<file path="config.mk">
export PLATFORM = sky130hd
export DESIGN_NAME = hazard_stall_unit_flat
export DESIGN_NICKNAME = d
export VERILOG_FILES = /design/src/rtl/hazard_stall_unit_pkg.sv /design/src/rtl/hazard_stall_unit_if.sv /design/src/rtl/hazard_stall_unit_sat_counter.sv /design/src/rtl/hazard_stall_unit.sv /design/src/flat_wrapper.sv
export SDC_FILE = /design/constraint.sdc
export NUM_CORES = 1
export LEC_CHECK = 0
export ABC_AREA = 1
export CAP_MARGIN = 10
export CORE_MARGIN = 5
export CORE_UTILIZATION = 51
export DETAILED_ROUTE_END_ITERATION = 16
export PLACE_DENSITY = 0.81
export SYNTH_ARGS = -nofsm -noshare
export SYNTH_HDL_FRONTEND = slang
export SYNTH_SLANG_ARGS = --single-unit
</file>
<file path="constraint.sdc">
create_clock -name Clk -period 2.2 [get_ports Clk]
set_input_delay 0.33 -clock Clk [delete_from_list [all_inputs] [get_ports Clk]]
set_output_delay 0.33 -clock Clk [all_outputs]
set_load 0.02 [all_outputs]
</file>
<file path="src/rtl/hazard_stall_unit_pkg.sv">
// Shared types and constants for the hazard/stall control block.
package hazard_stall_unit_pkg;

    localparam int REG_ADDR_W = 5;

    typedef enum logic {
        RUN      = 1'b0,
        MUL_BUSY = 1'b1
    } state_t;

    // Control output values presented while Reset is asserted.
    localparam logic PCWRITE_RST    = 1'b1;
    localparam logic IFIDWRITE_RST  = 1'b1;
    localparam logic IFIDFLUSH_RST  = 1'b0;
    localparam logic IDEXBUBBLE_RST = 1'b0;
    localparam logic BUSY_RST       = 1'b0;

endpackage

</file>
<file path="src/rtl/hazard_stall_unit_if.sv">
// ID-stage request inputs and pipeline control outputs of the stall unit.
interface hazard_stall_unit_if #(
    parameter int REG_ADDR_W = hazard_stall_unit_pkg::REG_ADDR_W,
    parameter int STAT_W     = 16
);
    logic                  ID_EX_MemRead;
    logic [REG_ADDR_W-1:0] ID_EX_Rt;
    logic [REG_ADDR_W-1:0] IF_ID_Rs;
    logic [REG_ADDR_W-1:0] IF_ID_Rt;
    logic                  IF_ID_UsesRt;
    logic                  BranchTaken;
    logic                  MulStart;
    logic                  PCWrite;
    logic                  IFIDWrite;
    logic                  IFIDFlush;
    logic                  IDEXBubble;
    logic                  Busy;
    logic [STAT_W-1:0]     StallCount;

    modport master (
        output ID_EX_MemRead, ID_EX_Rt, IF_ID_Rs, IF_ID_Rt, IF_ID_UsesRt,
               BranchTaken, MulStart,
        input  PCWrite, IFIDWrite, IFIDFlush, IDEXBubble, Busy, StallCount
    );

    modport slave (
        input  ID_EX_MemRead, ID_EX_Rt, IF_ID_Rs, IF_ID_Rt, IF_ID_UsesRt,
               BranchTaken, MulStart,
        output PCWrite, IFIDWrite, IFIDFlush, IDEXBubble, Busy, StallCount
    );
endinterface

</file>
<file path="src/rtl/hazard_stall_unit_sat_counter.sv">
// Increment-enable counter that sticks at all-ones instead of wrapping.
module sat_counter #(
    parameter int WIDTH = 16
) (
    input  logic             clk,
    input  logic             rst,
    input  logic             inc,
    output logic [WIDTH-1:0] count
);

    always_ff @(posedge clk or posedge rst) begin
        if (rst) begin
            count <= '0;
        end else if (inc && (count != {WIDTH{1'b1}})) begin
            count <= count + 1'b1;
        end
    end

endmodule

</file>
<file path="src/rtl/hazard_stall_unit.sv">
// Front-end stall/flush control: load-use interlock, multiply hold-off,
// taken-branch flush and a saturating count of stalled cycles.
module hazard_stall_unit #(
    parameter int MUL_LATENCY = 4,
    parameter int REG_ADDR_W  = hazard_stall_unit_pkg::REG_ADDR_W,
    parameter int STAT_W      = 16
) (
    input  logic                Clk,
    input  logic                Reset,
    hazard_stall_unit_if.slave  bus
);
    import hazard_stall_unit_pkg::*;

    localparam int CNT_W = 8;
    localparam logic [CNT_W-1:0] MUL_LOAD = CNT_W'(MUL_LATENCY - 1);

    state_t           state, state_nxt;
    logic [CNT_W-1:0] mul_cnt, mul_cnt_nxt;
    logic             hz;
    logic             pc_write, ifid_write, ifid_flush, idex_bubble, busy;

    logic [REG_ADDR_W-1:0] ex_rt, id_rs, id_rt;
    assign ex_rt = bus.ID_EX_Rt;
    assign id_rs = bus.IF_ID_Rs;
    assign id_rt = bus.IF_ID_Rt;

    // A load targeting r0 never produces a value worth waiting for.
    assign hz = bus.ID_EX_MemRead && (ex_rt != '0) &&
                ((ex_rt == id_rs) || (bus.IF_ID_UsesRt && (ex_rt == id_rt)));

    always_ff @(posedge Clk or posedge Reset) begin
        if (Reset) begin
            state   <= RUN;
            mul_cnt <= '0;
        end else begin
            state   <= state_nxt;
            mul_cnt <= mul_cnt_nxt;
        end
    end

    always_comb begin
        state_nxt   = state;
        mul_cnt_nxt = mul_cnt;
        pc_write    = 1'b1;
        ifid_write  = 1'b1;
        ifid_flush  = 1'b0;
        idex_bubble = 1'b0;
        busy        = 1'b0;

        case (state)
            RUN: begin
                if (hz) begin
                    pc_write    = 1'b0;
                    ifid_write  = 1'b0;
                    idex_bubble = 1'b1;
                end else if (bus.BranchTaken) begin
                    ifid_flush = 1'b1;
                end else if (bus.MulStart) begin
                    state_nxt   = MUL_BUSY;
                    mul_cnt_nxt = MUL_LOAD;
                end
            end
            MUL_BUSY: begin
                pc_write    = 1'b0;
                ifid_write  = 1'b0;
                idex_bubble = 1'b1;
                busy        = 1'b1;
                if (mul_cnt == '0) begin
                    state_nxt = RUN;
                end else begin
                    mul_cnt_nxt = mul_cnt - 1'b1;
                end
            end
            default: state_nxt = RUN;
        endcase

        // Reset is asynchronous, so outputs must not wait for the state register.
        if (Reset) begin
            pc_write    = PCWRITE_RST;
            ifid_write  = IFIDWRITE_RST;
            ifid_flush  = IFIDFLUSH_RST;
            idex_bubble = IDEXBUBBLE_RST;
            busy        = BUSY_RST;
        end
    end

    assign bus.PCWrite    = pc_write;
    assign bus.IFIDWrite  = ifid_write;
    assign bus.IFIDFlush  = ifid_flush;
    assign bus.IDEXBubble = idex_bubble;
    assign bus.Busy       = busy;

    sat_counter #(
        .WIDTH (STAT_W)
    ) u_stall_cnt (
        .clk   (Clk),
        .rst   (Reset),
        .inc   (~pc_write),
        .count (bus.StallCount)
    );

endmodule

</file>
<file path="src/flat_wrapper.sv">
// flat-port wrapper written by rule: the top's interface ports become plain ports
module hazard_stall_unit_flat import hazard_stall_unit_pkg::*;
#(
    parameter int MUL_LATENCY = 4,
    parameter int REG_ADDR_W  = hazard_stall_unit_pkg::REG_ADDR_W,
    parameter int STAT_W      = 16
)
  (Clk, Reset, bus_ID_EX_MemRead, bus_ID_EX_Rt, bus_IF_ID_Rs, bus_IF_ID_Rt, bus_IF_ID_UsesRt, bus_BranchTaken, bus_MulStart, bus_PCWrite, bus_IFIDWrite, bus_IFIDFlush, bus_IDEXBubble, bus_Busy, bus_StallCount);
  hazard_stall_unit_if #(.REG_ADDR_W(REG_ADDR_W), .STAT_W(STAT_W)) bus_i ();
  input  logic Clk;
  input  logic Reset;
  input wire logic [$bits(bus_i.ID_EX_MemRead)-1:0] bus_ID_EX_MemRead;
  input wire logic [$bits(bus_i.ID_EX_Rt)-1:0] bus_ID_EX_Rt;
  input wire logic [$bits(bus_i.IF_ID_Rs)-1:0] bus_IF_ID_Rs;
  input wire logic [$bits(bus_i.IF_ID_Rt)-1:0] bus_IF_ID_Rt;
  input wire logic [$bits(bus_i.IF_ID_UsesRt)-1:0] bus_IF_ID_UsesRt;
  input wire logic [$bits(bus_i.BranchTaken)-1:0] bus_BranchTaken;
  input wire logic [$bits(bus_i.MulStart)-1:0] bus_MulStart;
  output wire logic [$bits(bus_i.PCWrite)-1:0] bus_PCWrite;
  output wire logic [$bits(bus_i.IFIDWrite)-1:0] bus_IFIDWrite;
  output wire logic [$bits(bus_i.IFIDFlush)-1:0] bus_IFIDFlush;
  output wire logic [$bits(bus_i.IDEXBubble)-1:0] bus_IDEXBubble;
  output wire logic [$bits(bus_i.Busy)-1:0] bus_Busy;
  output wire logic [$bits(bus_i.StallCount)-1:0] bus_StallCount;
  assign bus_i.ID_EX_MemRead = bus_ID_EX_MemRead;
  assign bus_i.ID_EX_Rt = bus_ID_EX_Rt;
  assign bus_i.IF_ID_Rs = bus_IF_ID_Rs;
  assign bus_i.IF_ID_Rt = bus_IF_ID_Rt;
  assign bus_i.IF_ID_UsesRt = bus_IF_ID_UsesRt;
  assign bus_i.BranchTaken = bus_BranchTaken;
  assign bus_i.MulStart = bus_MulStart;
  assign bus_PCWrite = bus_i.PCWrite;
  assign bus_IFIDWrite = bus_i.IFIDWrite;
  assign bus_IFIDFlush = bus_i.IFIDFlush;
  assign bus_IDEXBubble = bus_i.IDEXBubble;
  assign bus_Busy = bus_i.Busy;
  assign bus_StallCount = bus_i.StallCount;
  hazard_stall_unit #(.MUL_LATENCY(MUL_LATENCY), .REG_ADDR_W(REG_ADDR_W), .STAT_W(STAT_W)) u_core (.Clk(Clk), .Reset(Reset), .bus(bus_i));
endmodule
</file>
==> results.tsv <==
metric	value	unit
status	finished, final reports clean	
total track usage	0.166	
Netlist Area Pre-Place	1880	um^2
# DRC	0	
Routed Antenna Nets	0	
CP arrival	1.74	ns
final core occ	0.651	
xor/xnor share of the synthesized area	0.0279	
Sequential Power Share	0.356	
post-route setup slack	0.133	ns
CTS root buffer	clkbuf_8	
Post-Layout Cell Count	377	
final period utilization	0.940	
crit path kind	input pin to output port	
largest cells by area after synthesis	dfrtp_1 33%, nand2_1 19%, inv_1 8.6%, nand3_1 6.6%, nand4_1 6.3%	
CP startpoint kind	input pin	
global-route wire length before repair	6980	um
post-synth cell types	26	
# Post-CTS Setup Buffers	0	
Boundary Pins	42	
Die X	70.8	um
cell taking the most area after synthesis	dfrtp_1	
Synth top area share	0.332	
Worst-Margin Slew	0.502	ns
aggregate global routing overflow	0	
Synth-to-Final Area Change	25.6	%
Placement Cell Area	2330	um^2
total of max-cap violations	0	
DRC violation total after the first TritonRoute iteration	71	
Post-Place Cells	373	
Seq/Total Area, Yosys	0.332	
sw frac	0.441	
Combinational Power Share	0.496	
post-route minimum period	2.07	ns
final setup fails	0	
internal reg-to-reg setup slack	0.34	ns
H-tree depth	1	
Psw	0.830	mW
dpl hpwl	3160	um
Max Root-Sink Buffers	2	
clock tree sinks	25	
Compound-Gate Fraction of Synth Area	0.0173	
final hold vios	0	
ys flop type	dfrtp_1	
Yosys warning total	0	
initial antenna violation count	0	
vias per std cell	4.88	
asr flop ratio synth	1.00	
vias in the first global route	1676	
post-DR wirelength/cell	10.6	um
Post-Synth Simple-Gate Area	0.467	
die height	70.8	um
initial core utilization	0.519	
cell with the most instances after synthesis	nand2_1	
fmax	0.484	GHz
RePlAce Congestion	0.825	
n_diodes	0	
clock slew at reported path FFs	0.09	ns
Mapped Cells	286	
post-synthesis mux area share	0	
syn nets	310	
relative slew slack	0.665	
power density over the cells	795	nW/um^2
Internal Power	1.05	mW
Post-synth EDFFs	0	
clock skew	0.00645	ns
Post-Synth Adder-Cell Area	0.0199	
HP Class	input pin to async pin	
peak supply drop	0.000518	V
largest family of logic cells by synthesized area	simple AND/OR/NAND/NOR gates	
share of layout cells above drive strength 1	0.125	
FF+latch count, synth	25	
final WL	3990	um
final net count	354	
cell row count	22	
leakage	1.22	nW
Crit Path Max Fanout	4	
CTS tree	built	
clk_lat worst skew	0.27	ns
Synth top cells by count	94 x nand2_1, 43 x inv_1, 25 x dfrtp_1, 25 x nand3_1, 22 x nor2_1	
Clock power frac	0.148	
core box area	3630	um^2
DIE AREA	5010	um^2
Place WS	-0.296	ns
largest net degree at the start of global routing	49	
CP Capture Type	output port	
Syn Area/Cell	6.59	um^2
drt pass-1 iters	4	
Fillers	341	
max-slew violations	0	
DR vias	1839	
unrepaired setup endpoints after global routing	no	
Num CTS Buffers	3	
PortBufs	41	
Final Cell Area	2370	um^2
Data required, critical path	1.87	ns
==> cell families (layout without fill, tap and decap cells) <==
kind of cell    count (synthesis)  after routing
compound gates                  6              6
fa+ha+maj                       3              3
flops                          25             25
buf+inv                        59            102
simple gates                  187            187
xor+xnor                        6              6
==> worst max-delay path, stage by stage <==
cell	delay [ns]
clkdlybuf4s50_1	0.53
inv_2	0.05
nand2_1	0.05
nand2_1	0.05
nor2_1	0.12
nand3_1	0.08
nand2_1	0.08
nand2_2	0.07
nand2_4	0.06
nand2_1	0.10
inv_1	0.06
clkbuf_2	0.16
==> cell usage in the layout (no fill, tap or decap), drive strengths merged <==
cell / count
o21a: 1
clkbuf: 7
a21oi: 4
nor4: 1
ha: 3
clkdlybuf4s50: 36
and3: 1
inv: 49
xnor2: 3
nor3: 5
xor2: 3
nor2: 26
o21ai: 1
dfrtp: 25
buf: 6
clkinv: 2
nand3: 32
clkinvlp: 1
dlymetal6s2s: 1
nand4: 20
nand2: 102
==> cell type report <==
| class | instances | area, um^2 | share of cell area |
|---|---|---|---|
| clock buffers | 3 | 41.3 | 0.0175 |
| repair buffers | 47 | 438 | 0.185 |
| flip-flops and latches | 25 | 626 | 0.264 |
| well taps | 48 | 60.1 | 0.0254 |
| multi-input cells | 202 | 1000 | 0.424 |
| inverters | 51 | 191 | 0.0809 |
| clock inverters | 1 | 7.51 | 0.00317 |
==> flip-flops by register name (all words and copies together) (netlist names) <==
| register | flops |
|---|---|
| u_core.state | 1 |
| u_core.mul_cnt | 8 |
| u_core.u_stall_cnt.count | 16 |
==> what timing repair did <==
item                       in CTS  in global routing
hold buffers                    0                  0
resized for setup               5                  8
hold endpoints to repair        0                  0
pin swaps                       0                  0
setup endpoints to repair       4                  4
==> routing by layer <==
metal / global-route usage / vias to the layer above / share of wire
met5: 0 / - / 0
met4: 0.0564 / 0 / 0.023
met3: 0.0227 / 8 / 0.034
met2: 0.277 / 28 / 0.49
met1: 0.221 / 822 / 0.46
li1: - / 981 / -
==> power by group through the flow <==
stage               combinational (mW)  sequential (mW)  clock [mW]
finish                           0.933            0.669       0.278
global route                      1.07            0.685       0.319
CTS                              0.947            0.669       0.288
detailed placement               0.955            0.677           0
global placement                 0.933            0.675           0
floorplan                        0.656            0.703           0
==> path summary, 6_finish.rpt <==
kind                                        startpoint                           end  cells past startpoint
max reg2reg                u_core.u_stall_cnt.count[0]  u_core.u_stall_cnt.count[11]                      8
max                                    bus_ID_EX_Rt[4]                bus_IDEXBubble                     12
min reg2reg                          u_core.mul_cnt[1]             u_core.mul_cnt[1]                      2
max in group asynchronous                        Reset   u_core.u_stall_cnt.count[2]                      3
min                                              Reset             u_core.mul_cnt[2]                      3
min in group Clk                     u_core.mul_cnt[1]             u_core.mul_cnt[1]                      2
==> metrics by stage <==
stage	total power [mW]	hold slack [ns]	setup TNS, ns
4_1_cts	1.90	0.388	0
3_5_place_dp	1.63	0.510	-0.895
6_report	1.88	0.392	0
2_1_floorplan	1.36	0.457	0
3_3_place_gp	1.61	0.498	-0.777
5_1_grt	2.07	0.420	0
(Power assumes the default switching activity.)
